## config.mk

```make
export PLATFORM = sky130hd
export DESIGN_NAME = z_event_logger
export DESIGN_NICKNAME = d
export VERILOG_FILES = /design/src/rtl/z_event_logger.sv
export SDC_FILE = /design/constraint.sdc
export NUM_CORES = 1
export LEC_CHECK = 0
export ABC_AREA = 0
export ABC_CLOCK_PERIOD_IN_PS = 2150
export CORE_MARGIN = 5
export CORE_UTILIZATION = 28
export CTS_CLUSTER_DIAMETER = 40
export DETAILED_ROUTE_END_ITERATION = 10
export MAX_ROUTING_LAYER = met4
export SLEW_MARGIN = 15
export SYNTH_ARGS = -nofsm -noshare
export SYNTH_HDL_FRONTEND = slang
export SYNTH_SLANG_ARGS = --single-unit
export TNS_END_PERCENT = 1
```

## constraint.sdc

```tcl
create_clock -name Clock -period 2.15 [get_ports Clock]
set_input_delay 0.5375 -clock Clock [delete_from_list [all_inputs] [get_ports Clock]]
set_output_delay 0.5375 -clock Clock [all_outputs]
set_load 0.02 [all_outputs]
```

## src/rtl/z_event_logger.sv

```systemverilog
// z_event_logger
// Tracks detection episodes from an upstream sequence-detector flag Z.
// It counts episodes, measures the length of the current or latest
// episode, and drives a stretched LED indicator that stays lit for
// STRETCH cycles after Z falls.
// Optional feature: define ZLOG_MAXRUN_EN to add the MaxRun output,
// which holds the longest episode length seen since Reset or Clear.
module z_event_logger #(
    parameter int STRETCH = 4,
    parameter int CW      = 8
) (
    input  logic          Clock,
    input  logic          Reset,
    input  logic          Z,
    input  logic          Clear,
    output logic [CW-1:0] Count,
    output logic [CW-1:0] RunLen,
`ifdef ZLOG_MAXRUN_EN
    output logic [CW-1:0] MaxRun,
`endif
    output logic          Led
);

    typedef enum logic [1:0] {
        IDLE   = 2'd0,
        DETECT = 2'd1,
        HOLD   = 2'd2
    } state_t;

    localparam logic [CW-1:0] CNT_MAX    = '1;
    localparam logic [CW-1:0] CNT_ONE    = CW'(1);
    localparam logic [7:0]    STRETCH_M1 = 8'(STRETCH - 1);

    state_t        state_q, state_d;
    logic [7:0]    timer_q, timer_d;
    logic [CW-1:0] count_q, count_d;
    logic [CW-1:0] runLen_q, runLen_d;
    logic          led_q, led_d;
    logic          incCount;
    logic          loadRun;
    logic          incRun;

    // Next-state decode: FSM transitions, hold timer and counter updates, with Clear overriding counters only
    always_comb begin
        state_d  = state_q;
        timer_d  = timer_q;
        count_d  = count_q;
        runLen_d = runLen_q;
        incCount = 1'b0;
        loadRun  = 1'b0;
        incRun   = 1'b0;

        case (state_q)
            IDLE: begin
                if (Z) begin
                    state_d  = DETECT;
                    incCount = 1'b1;
                    loadRun  = 1'b1;
                end
            end
            DETECT: begin
                if (Z) begin
                    incRun = 1'b1;
                end else begin
                    state_d = HOLD;
                    timer_d = STRETCH_M1;
                end
            end
            HOLD: begin
                if (Z) begin
                    state_d  = DETECT;
                    incCount = 1'b1;
                    loadRun  = 1'b1;
                end else if (timer_q == 8'd0) begin
                    state_d = IDLE;
                end else begin
                    timer_d = timer_q - 8'd1;
                end
            end
            default: begin
                state_d = IDLE;
                timer_d = 8'd0;
            end
        endcase

        if (Clear) begin
            count_d  = '0;
            runLen_d = '0;
        end else begin
            if (incCount && (count_q != CNT_MAX)) begin
                count_d = count_q + CNT_ONE;
            end
            if (loadRun) begin
                runLen_d = CNT_ONE;
            end else if (incRun && (runLen_q != CNT_MAX)) begin
                runLen_d = runLen_q + CNT_ONE;
            end
        end

        led_d = (state_d != IDLE);
    end

    // State register: Reset wins over everything and leaves no residual stretch
    always_ff @(posedge Clock) begin
        if (Reset) begin
            state_q  <= IDLE;
            timer_q  <= 8'd0;
            count_q  <= '0;
            runLen_q <= '0;
            led_q    <= 1'b0;
        end else begin
            state_q  <= state_d;
            timer_q  <= timer_d;
            count_q  <= count_d;
            runLen_q <= runLen_d;
            led_q    <= led_d;
        end
    end

    assign Count  = count_q;
    assign RunLen = runLen_q;
    assign Led    = led_q;

`ifdef ZLOG_MAXRUN_EN
    logic [CW-1:0] maxRun_q, maxRun_d;

    // Longest-episode tracker: compares against the RunLen value being written this edge
    always_comb begin
        maxRun_d = maxRun_q;
        if (Clear) begin
            maxRun_d = '0;
        end else if ((loadRun || incRun) && (runLen_d > maxRun_q)) begin
            maxRun_d = runLen_d;
        end
    end

    // Longest-episode register
    always_ff @(posedge Clock) begin
        if (Reset) begin
            maxRun_q <= '0;
        end else begin
            maxRun_q <= maxRun_d;
        end
    end

    assign MaxRun = maxRun_q;
`endif

endmodule

```

After elaboration in Yosys (flattened, before gate mapping). Cells that the tools add are included.

Input bits: 4. Register bits: 27. Logic and storage cells: 41.

Equal/unequal tests: 7. Reduce and logical (&&, ||, !) cells: 10. Mux-type cells: 14. $add $sub $neg: 3. Bitwise operators: 1.

Operator list (count): two-way mux 8 bit (3); case mux 8 bit (3 select lines) (1); adder 8 x 1 -> 8 bit, second input constant (2); != test 8 bit, second input constant (2); zero test 8 bit (1); two-way mux 2 bit (4); subtractor 8 x 1 -> 8 bit, second input constant (1); != test 2 bit, second input constant (3); case mux 2 bit (3 select lines) (1); two-way mux 1 bit (5); AND reduction 4 bit (1); nonzero test 2 bit (2); OR reduction 2 bit (2); OR reduction 3 bit (1); equality test 2 x 1 -> 1 bit, second input constant (1); equality test 2 bit, second input constant (1); logical AND 1 bit (2); zero test 2 bit (1); inverter 1 bit (1).

Longest topological paths before layout.
Word-level depth: 5. Mapped depth: 7. Mapped depth without buffers: 6.

Least setup slack after synthesis. OpenSTA, ideal clock, no wires.

Kind: reg2reg. Start: reg state_q[0]. End: reg timer_q[4]. Required time: 2.064 ns. Cell stages (with the launch flop): 8. Buffers on the path: 1. Period minus slack after synthesis: 1.914 ns. Path slack: 0.236 ns. Arrival time: 1.828 ns. Path through: dfxtp_1 > inv_1 > ha_1 > nor4bb_1 > a211o_1 > buf_6 > or3_1 > a211oi_1.

Cells in the longest elaborated chain, start to end: 3. Elaborated cells on any way between the ends: 9.

Ends and longest elaborated chain: start, declared (RTL line 34) `state_t state_q, state_d;`; start signal, assigned (RTL line 112) `state_q <= state_d;`; equality test 2 bit, or another cell as far along (RTL line 53) `case (state_q)`; != test 2 bit (no line) / inverter 1 bit (equally long branches); AND reduction 4 bit (no line); end signal, assigned (RTL line 113) `timer_q <= timer_d;`; end, declared (RTL line 35) `logic [7:0] timer_q, timer_d;`.

Parallel ways exist; a longest one is shown, timed or not. A chain may end at the register's enable or synchronous reset.

Worst setup path in the final report.
Start: reg state_q[0]. End: reg timer_q[5].

The elaborated chain is that of the path after synthesis.

==> flow_results.xml <==
<?xml version="1.0" encoding="UTF-8"?>
<metrics>
  <group name="logic_synthesis">
    <metric name="async_flop_share" unit="">0</metric>
    <metric name="dominantRegCellSynth" unit="">dfxtp_1</metric>
    <metric name="synthCells" unit="">162</metric>
    <metric name="yosys-top-cells-count" unit="">27 x dfxtp_1, 11 x nor2_1, 10 x nand2_1, 10 x nand3_1, 10 x o21ai_0</metric>
    <metric name="yosysTopAreaCell" unit="">dfxtp_1</metric>
    <metric name="yosys.cell_count.top_type" unit="">dfxtp_1</metric>
    <metric name="synth_enable_flop_cells" unit="">0</metric>
    <metric name="synth_cell_type_count" unit="">40</metric>
    <metric name="synthesis.area_per_instance" unit="µm²">8.80</metric>
    <metric name="post-synth-top-area-fraction" unit="">0.379</metric>
    <metric name="ys_seq_elements" unit="">27</metric>
    <metric name="synth_seq_area_share" unit="">0.379</metric>
    <metric name="syn-cell-area" unit="mm²">0.00143</metric>
    <metric name="ys_warn_count" unit="">0</metric>
    <metric name="net_count_synth" unit="">174</metric>
    <metric name="synth.top_cells.by_area" unit="">dfxtp_1 38%, ha_1 7.0%, or3_1 4.0%</metric>
  </group>
  <group name="clock_tree">
    <metric name="cts.htree.levels" unit="">1</metric>
    <metric name="cts.sink_count" unit="">27</metric>
    <metric name="clkLatencyLatePin" unit="ns">0.28</metric>
    <metric name="cts.path.max_buffers" unit="">2</metric>
    <metric name="clk_root_buffer_cell" unit="">clkbuf_8</metric>
    <metric name="tritoncts_clock_tree" unit="">built</metric>
    <metric name="cts.clk_slew.worst_paths" unit="ns">0.09</metric>
    <metric name="cts_made_buffers" unit="">3</metric>
  </group>
  <group name="sta">
    <metric name="finalHoldWorstSlack" unit="ns">0.508</metric>
    <metric name="period_needed" unit="ns">2.01</metric>
    <metric name="finalClockSkew" unit="ns">0.0122</metric>
    <metric name="final-setup-viol-count" unit="">0</metric>
    <metric name="report.final.slew_viol_count" unit="">0</metric>
    <metric name="max_slew.worst_pin.slew" unit="ns">0.576</metric>
    <metric name="timing.final.ws_setup" unit="ns">0.141</metric>
    <metric name="worst_slew_margin_rel" unit="">0.612</metric>
    <metric name="final_hold_viol_count" unit="">0</metric>
    <metric name="grt_setup_unrepaired" unit="">false</metric>
    <metric name="finalCritPeriodShare" unit="">0.935</metric>
    <metric name="fmax" unit="MHz">498</metric>
    <metric name="finalSetupTns" unit="ns">0</metric>
  </group>
  <group name="status">
    <metric name="status" unit="">completed</metric>
  </group>
  <group name="detailed_routing">
    <metric name="drt-initial-drc-count" unit="">68</metric>
    <metric name="final_antenna_net_count" unit="">0</metric>
    <metric name="routed_wl" unit="µm">3190</metric>
    <metric name="drt-pass1-iter-count" unit="">4</metric>
    <metric name="vias" unit="">1324</metric>
    <metric name="remaining_drc_errors" unit="">0</metric>
    <metric name="detail_route.wl_per_cell" unit="µm">11.8</metric>
    <metric name="routed_via_density" unit="">4.92</metric>
  </group>
  <group name="die">
    <metric name="initial_core_utilization" unit="">0.284</metric>
    <metric name="fp.coreArea" unit="mm²">0.00501</metric>
    <metric name="die_outline_height" unit="µm">81.3</metric>
    <metric name="chip_width" unit="µm">81.3</metric>
    <metric name="placement_rows" unit="">26</metric>
    <metric name="dieArea" unit="mm²">0.00662</metric>
    <metric name="top_level_ports" unit="">21</metric>
  </group>
  <group name="placed_design">
    <metric name="weighted_congestion_reported_at_the_end_of_routability_driven_placement" unit="">0.713</metric>
    <metric name="place_worst_setup_slack" unit="ns">-0.0786</metric>
    <metric name="port-buffer-count" unit="">20</metric>
    <metric name="post-dp-hpwl" unit="µm">2430</metric>
  </group>
  <group name="setup_path">
    <metric name="path_class" unit="">reg2reg</metric>
    <metric name="critical_path.endpoint_type" unit="">flop</metric>
    <metric name="crit_path_max_fanout" unit="">9</metric>
    <metric name="worst_setup_path_start_kind" unit="">flop</metric>
    <metric name="critical_path_arrival" unit="ns">2.20</metric>
    <metric name="timing.critical_path.required" unit="ns">2.35</metric>
  </group>
  <group name="grt">
    <metric name="antenna_found_initial" unit="">0</metric>
    <metric name="via_count_of_the_first_global_routing_pass" unit="">1232</metric>
    <metric name="global_route.overflow_total" unit="">0</metric>
    <metric name="grt_max_degree" unit="">17</metric>
    <metric name="grt.total_usage" unit="">0.107</metric>
    <metric name="grt_pass1_wl" unit="µm">5450</metric>
  </group>
  <group name="flow_run">
    <metric name="maxCapViolCount" unit="">0</metric>
  </group>
  <group name="power_and_ir_drop">
    <metric name="vdd_drop_max" unit="mV">0.238</metric>
    <metric name="power_density" unit="mW/mm²">668</metric>
    <metric name="total_leakage_power" unit="nW">0.677</metric>
  </group>
  <group name="layout">
    <metric name="syn_to_layout_area_delta" unit="%">31.5</metric>
    <metric name="layout.nets" unit="">212</metric>
    <metric name="drive_above_1_share" unit="">0.141</metric>
    <metric name="antenna_cells" unit="">0</metric>
    <metric name="num-fill-cells" unit="">536</metric>
  </group>
  <group name="worst_hold_path">
    <metric name="timing.hold.worst.class" unit="">reg2reg</metric>
  </group>
</metrics>
## placed cells by master, fill, tap and decap left out, types with 2 or more instances in the layout
cell type / n
or4b_1: 2
o21a_1: 2
or3_1: 9
or4_1: 2
or2_2: 2
dfxtp_1: 26
xnor2_1: 3
buf_4: 16
xor2_1: 2
nand4_1: 2
inv_1: 9
nor2_1: 11
nand2_1: 10
a21oi_1: 9
clkbuf_8: 3
a211oi_1: 7
a21o_1: 2
ha_1: 7
o31ai_1: 2
nand3b_1: 2
o41ai_1: 3
and4_1: 2
o21ai_0: 10
clkdlybuf4s50_1: 20
nand3_1: 10
mux2i_1: 3
nor4_1: 2
a31oi_1: 2
o211ai_1: 4
## power breakdown
group          switching (mW)  total (mW)  leakage [nW]  internal [mW]
registers              0.0405       0.580         0.219          0.540
logic                   0.184       0.369         0.436          0.184
clock network           0.171       0.302        0.0217          0.132
total                   0.395        1.25         0.677          0.856
## kinds of logic after synthesis
logic type	Yosys count	share of synthesized area
AOI/OAI and AO/OA	48	0.228
xor gates and xnor gates	5	0.0307
adders and majority gates	8	0.0702
buffers and inverters	12	0.0369
DFF	27	0.379
muxes	3	0.0211
and+or+nand+nor	59	0.234
## worst max-delay path, cell delays in order (launching register included)
cell      delay, ns
dfxtp_1        0.35
inv_1          0.07
ha_2           0.23
nor4bb_2       0.19
a211o_2        0.40
or4b_1         0.48
a211oi_1       0.22
## stage by stage
| step | std cells | power [mW] | util | area, µm² |
|---|---|---|---|---|
| 5_1_grt | 269 | 1.34 | 0.374 | 1870 |
| 6_report | 269 | 1.25 | 0.374 | 1870 |
| 4_1_cts | 269 | 1.26 | 0.372 | 1860 |
| 2_1_floorplan | 162 | 0.833 | - | 1430 |
| 3_3_place_gp | 265 | 0.953 | 0.362 | 1810 |
| 3_5_place_dp | 265 | 0.956 | 0.362 | 1810 |
## timing repair
action / CTS / global route
hold buffers: 0 / 0
setup endpoints to repair: 0 / 5
hold endpoints to repair: 0 / 0
setup buffers: 0 / 0
resized for setup: 0 / 4
## layout make-up
cell class | instances | area, µm² | share of cell area
Clock buffer | 3 | 41.3 | 0.0220
Clock inverter | 1 | 7.51 | 0.00401
Inverter | 9 | 33.8 | 0.0180
Multi-Input combinational cell | 123 | 842 | 0.449
Sequential cell | 27 | 542 | 0.289
Tap cell | 70 | 87.6 | 0.0467
Timing Repair Buffer | 36 | 320 | 0.171
## worst paths after layout
check             startpoint          to  slack, ns  depth (start not counted)
setup / recovery  state_q[0]  timer_q[5]       0.14                          6
hold / removal    timer_q[5]  timer_q[5]       0.51                          2
setup reg to reg  state_q[0]  timer_q[5]       0.14                          6
hold reg to reg   timer_q[5]  timer_q[5]       0.51                          2
## metal layers
metal,up-vias,global-route usage,wire length [µm]
met5,-,-,0
met4,0,0.0355,41
met3,4,0.0211,139
met2,34,0.164,1390
met1,593,0.141,1620
li1,693,-,-
## registers in the layout (all words and copies together) (netlist names)
register  flops
Led           1
RunLen        8
state_q       2
Count         8
timer_q       8
Power figures use the tool's default switching activity.
==> variant 1 (config.mk and constraints unchanged) <==
The 3 states of `state_t` get a one-hot encoding in 3 bits.
--- a/src/rtl/z_event_logger.sv
+++ b/src/rtl/z_event_logger.sv
@@ -22,8 +22,8 @@
 );
 
-    typedef enum logic [1:0] {
-        IDLE   = 2'd0,
-        DETECT = 2'd1,
-        HOLD   = 2'd2
+    typedef enum logic [2:0] {
+        IDLE   = 3'b001,
+        DETECT = 3'b010,
+        HOLD   = 3'b100
     } state_t;
 
Function: same outputs for any inputs over 10 cycles, from zero or initial values and one cycle with Reset high; not proved beyond that.
==> variant 1 against the original RTL <==
- cell count grew 3.0%
- total power shrank 5.4%
- hold slack lost 31 ps
- design area grew 5.7%
- sequential cell count grew 1
- critical path type is now input port to register
- worst setup slack gained 30 ps
- highest routed layer unchanged
- count of clock-buffer cells in the layout is the same
- clock skew shrank 8.2 ps
- non-clock buffer count grew 1
- synthesized area grew 6.5%
- wire length grew 14%
==> variant 1: results (changes against the original RTL) <==
metric,value,unit,change
outcome,"complete, no violations",,
Nets,215,,+1.4%
GRT Util Overall,11.17,%,+0.45 points
Mapped Nets,178,,+2.3%
# resized after CTS,0,,unchanged
CP max stage delay,500,ps,+20 ps
vias in the first global route,1345,,+9.2%
vias per cell,5.235,,+6.4%
# fillers,514,,-4.1%
first-pass GRT wire length,6410,um,+18%
Post-synth top cells,"28 x dfxtp_1, 10 x a21oi_1, 10 x nand2_1",,
crit path from,Z,,
DRT Pass-1 Iters,4,,unchanged
WL/cell,13.06,um,+10%
ys async rst share,0,%,unchanged
measured slew at the worst slew-check pin,486.7,ps,-89.38 ps
"Primary FF master, synth",dfxtp_1,,
Worst IR Drop VDD,0.0002641,V,+11%
top post-synthesis cells by area,"dfxtp_1 37%, or4_1 3.5%, a21oi_1 3.3%",,
dpl ws,-113.7,ps,-35.17 ps
worst hold start,timer_q[7]$_SDFFE_PP0P_,,
Syn. warnings,0,,unchanged
Placed Instance Area,1909,sq um,+5.2%
Critical-path top delay cell,or4_1,,
pin count of the biggest net entering global routing,17,,unchanged
share of cells above drive strength 1,14.98,%,+0.91 points
clock skew,3.922,ps,-8.235 ps
post-synth cell types,47,,+18%
DR iter-0 viols,105,,+54%
reg-to-reg startpoint,timer_q[2]$_SDFFE_PP0P_,,
Crit path arrival time,2200,ps,about the same
Max clock buf depth,2,,unchanged
Placer Congestion,0.7759,,+8.8%
"Seq/Total Area, Yosys",36.93,%,-0.99 points
worst reg2reg path depth,4,,-2
leakage power,0.6993,nW,+3.3%
Antenna diodes,0,,unchanged
DPL Wire Length,2683,um,+10%
clock insertion delay at the later pin of the skew report,280,ps,about the same
Finished Core Util,38.29,%,+0.88 points
Top delay family on crit path,simple AND/OR/NAND/NOR gates,,
setup bufs post-CTS,0,,unchanged
Clock Pin Slew Worst Setup and Hold Paths,100,ps,
worst hold path class,register to register,,
initial antenna violation count,0,,unchanged
"Max FO, Critical Path",8,,-1
variant 1: changes by cell type in the layout (fill, tap and decap cells not counted), sizes merged, moves of 5 or more:
cell    unedited run  this run
ha                 8         3
a211oi             7         2
nand2b             0         5
or4                2         7
or3b               0         5
variant 1: cells by family (layout without fill, tap and decap cells):
group / Yosys count / after routing / share of synthesized area [%]
xor+xnor: 7 / 7 / 4.040
compound gates: 46 / 46 / 21.43
buf+inv: 12 / 48 / 3.298
mux: 5 / 5 / 3.298
flops: 28 / 28 / 36.93
simple gates: 70 / 70 / 28.52
fa+ha+maj: 3 / 3 / 2.473
variant 1: layout make-up:
cell class,instances,area share [%]
multi-input cells,131,45.80
flip-flops and latches,28,28.30
repair buffers,37,16.55
well taps,70,4.422
clock buffers,3,2.085
clock inverters,1,1.516
inverters,7,1.327
variant 1: worst register-to-register path, delay by kind of cell, from the launching register on:
family           cells  cell delay, ps
flip-flops           1             360
AND/OR/NAND/NOR      3            1290
multiplexers         1             200
variant 1: per-stage QoR:
| stage | cells | total power [mW] | hold slack, ps |
|---|---|---|---|
| 2_1_floorplan | 171 | 0.7042 | 437.8 |
| 3_3_place_gp | 273 | 0.7688 | 457.6 |
| 3_5_place_dp | 273 | 0.7712 | 467.7 |
| 4_1_cts | 277 | 1.205 | 483.9 |
| 5_1_grt | 277 | 1.253 | 514.5 |
| 6_report | 277 | 1.184 | 476.3 |
variant 1: layer usage:
| metal | wire, um | track usage, % | up-vias | share of wire, % |
|---|---|---|---|---|
| li1 | - | - | 728 | - |
| met1 | 1772 | 14.75 | 695 | 49 |
| met2 | 1706 | 17.14 | 23 | 47 |
| met3 | 84 | 1.382 | 4 | 2.3 |
| met4 | 54 | 4.825 | 0 | 1.5 |
| met5 | 0 | - | - | 0 |
variant 1: power breakdown:
group / internal (mW) / switching [mW] / total, mW
Clock: 0.250 / 0.176 / 0.426
Sequential: 0.540 / 0.0248 / 0.565
Combinational: 0.0958 / 0.0980 / 0.194
variant 1: path summary, 6_finish.rpt:
path	to	slack, ps
max	timer_q[3]$_SDFFE_PP0P_	170
min	timer_q[7]$_SDFFE_PP0P_	480
max reg2reg	timer_q[7]$_SDFFE_PP0P_	250
min reg2reg	timer_q[7]$_SDFFE_PP0P_	480
==> variant 2 (same flow settings) <==
Made on the original files. Set the parameter `CW` to 9 (it was 8).
--- a/src/rtl/z_event_logger.sv
+++ b/src/rtl/z_event_logger.sv
@@ -8,5 +8,5 @@
 module z_event_logger #(
     parameter int STRETCH = 4,
-    parameter int CW      = 8
+    parameter int CW      = 9
 ) (
     input  logic          Clock,
Ports: changed (resized Count and RunLen); port bits go from 21 to 23. The function was not compared with the original's and may differ.
==> variant 2 against the original RTL <==
- critical path depth rose by 1
- fmax rose by 0.38%
- wire length rose by 2.9%
- worst setup slack improved by 7.6 ps
- design area rose by 3.5%
- synthesized area rose by 4.7%
- utilization rose by 0.34 points
- sequential cell count rose by 2
- total power rose by 12%
- count of clock-buffer cells in the layout rose by 4
- sequential share of layout area rose by 1.0 points
- clock skew fell by 9.2 ps
- die area rose by 4.2%
- largest cell class unchanged
- highest routed layer unchanged
==> variant 2: results (changes against the original RTL) <==
metric,value,unit,change
Post-synth top cells,"29 x dfxtp_1, 16 x nand2_1, 16 x nor2_1",,
initial antenna violation count,0,,unchanged
share of cells above drive strength 1,11.65,%,-2.4 points
Max clock buf depth,2,,unchanged
H-tree depth,2,,+1
total CTS buffers,5,,+2
vias per cell,4.768,,-3.1%
WL/cell,11.88,um,+0.31%
clock skew,3.002,ps,-9.155 ps
Reg2Reg Setup Slack,150,ps,
pin count of the biggest net entering global routing,13,,-4
leakage power,0.6935,nW,+2.5%
Crit path arrival time,2210,ps,
CTS Root Cell,clkbuf_8,,
top post-synthesis cells by area,"dfxtp_1 39%, ha_1 8.4%, xnor2_1 6.5%",,
worst hold path class,register to register,,
"Seq/Total Area, Yosys",38.89,%,+0.97 points
# fillers,548,,+2.2%
Antenna diodes,0,,unchanged
Mapped Nets,188,,+8.0%
outcome,"complete, no violations",,
Nets,220,,+3.8%
DR iter-0 viols,62,,-8.8%
Syn. warnings,0,,unchanged
Clock Pin Slew Worst Setup and Hold Paths,60,ps,-30 ps
Placer Congestion,0.8122,,+14%
measured slew at the worst slew-check pin,440.0,ps,-136.2 ps
placed insts,269,,+1.5%
Avg Inst Size Synth,8.579,sq um,-2.5%
total number of vias,1316,,-0.60%
first-pass GRT wire length,5754,um,+5.6%
DPL Wire Length,2369,um,-2.5%
post-synth cell types,38,,-5.0%
clock insertion delay at the later pin of the skew report,270,ps,
Worst IR Drop VDD,0.0004589,V,+93%
PortBufs,22,,+10%
GRT Util Overall,10.32,%,-0.41 points
DRT Pass-1 Iters,4,,unchanged
"Max FO, Critical Path",6,,-3
ys async rst share,0,%,unchanged
Hold WS,467.8,ps,-39.88 ps
==> variant 2: cell types whose count changed in the layout (fill, tap and decap cells not counted), moves of 5 or more <==
| cell | before | now |
|---|---|---|
| buf_4 | 16 | 8 |
| nor2_1 | 11 | 16 |
| a21oi_1 | 9 | 14 |
| or3_1 | 9 | 4 |
| a211oi_1 | 7 | 0 |
| xnor2_1 | 3 | 11 |
| nand2_1 | 10 | 16 |
==> variant 2: layout make-up <==
cell class	instances	area, sq um	area share (%)
well taps	70	87.58	4.513
inverters	7	26.28	1.354
clock buffers	7	86.33	4.449
repair buffers	31	300.3	15.47
multi-input cells	132	859.6	44.29
flip-flops and latches	29	580.6	29.92
==> variant 2: through the flow <==
step	area, sq um	setup slack, ps
after CTS	1937	88.08
after global routing	1941	6.694
after detailed placement	1851	-72.45
final	1941	148.4
after global placement	1851	-56.52
after floorplan	1493	308.0
==> variant 2: cells by family (layout without fill, tap and decap cells) <==
group	count (synthesis)	count (layout)	synth area share, %
xor+xnor	13	13	7.628
buf+inv	13	45	3.772
flops	29	29	38.89
compound gates	35	35	14.84
simple gates	73	73	25.82
fa+ha+maj	11	11	9.053
==> variant 2: critical path, cell delays in order (launching register included) <==
cell	delay, ps
dfxtp_1	360
inv_1	90
ha_1	290
o21ai_2	220
o311ai_2	190
buf_4	190
or4_1	460
a21oi_1	140
==> variant 2: path summary, 6_finish.rpt <==
check / startpoint / endpoint / cells past startpoint
setup / recovery: state_q[0]$_SDFF_PP0_ / timer_q[5]$_SDFFE_PP0P_ / 7
hold / removal: timer_q[1]$_SDFFE_PP0P_ / timer_q[1]$_SDFFE_PP0P_ / 2
setup reg to reg: state_q[0]$_SDFF_PP0_ / timer_q[5]$_SDFFE_PP0P_ / 7
hold reg to reg: timer_q[1]$_SDFFE_PP0P_ / timer_q[1]$_SDFFE_PP0P_ / 2
==> variant 2: timing repair <==
item | 4_1_cts | 5_1_grt
setup endpoints to repair | 0 | 3
buffers inserted | 0 | 0
resized for setup | 0 | 1
==> variant 2: per-layer routing <==
metal  GRT usage, %  share of wire (%)
met5              -                  0
met1          13.69                 52
met2          14.87                 43
met4          3.566                1.9
met3          3.069                3.6
==> variant 2: where the power goes <==
| part | switching (mW) | internal (mW) | leakage (nW) |
|---|---|---|---|
| Combinational | 0.182 | 0.168 | 0.414 |
| Clock | 0.196 | 0.253 | 0.0443 |
| Sequential | 0.0308 | 0.572 | 0.235 |
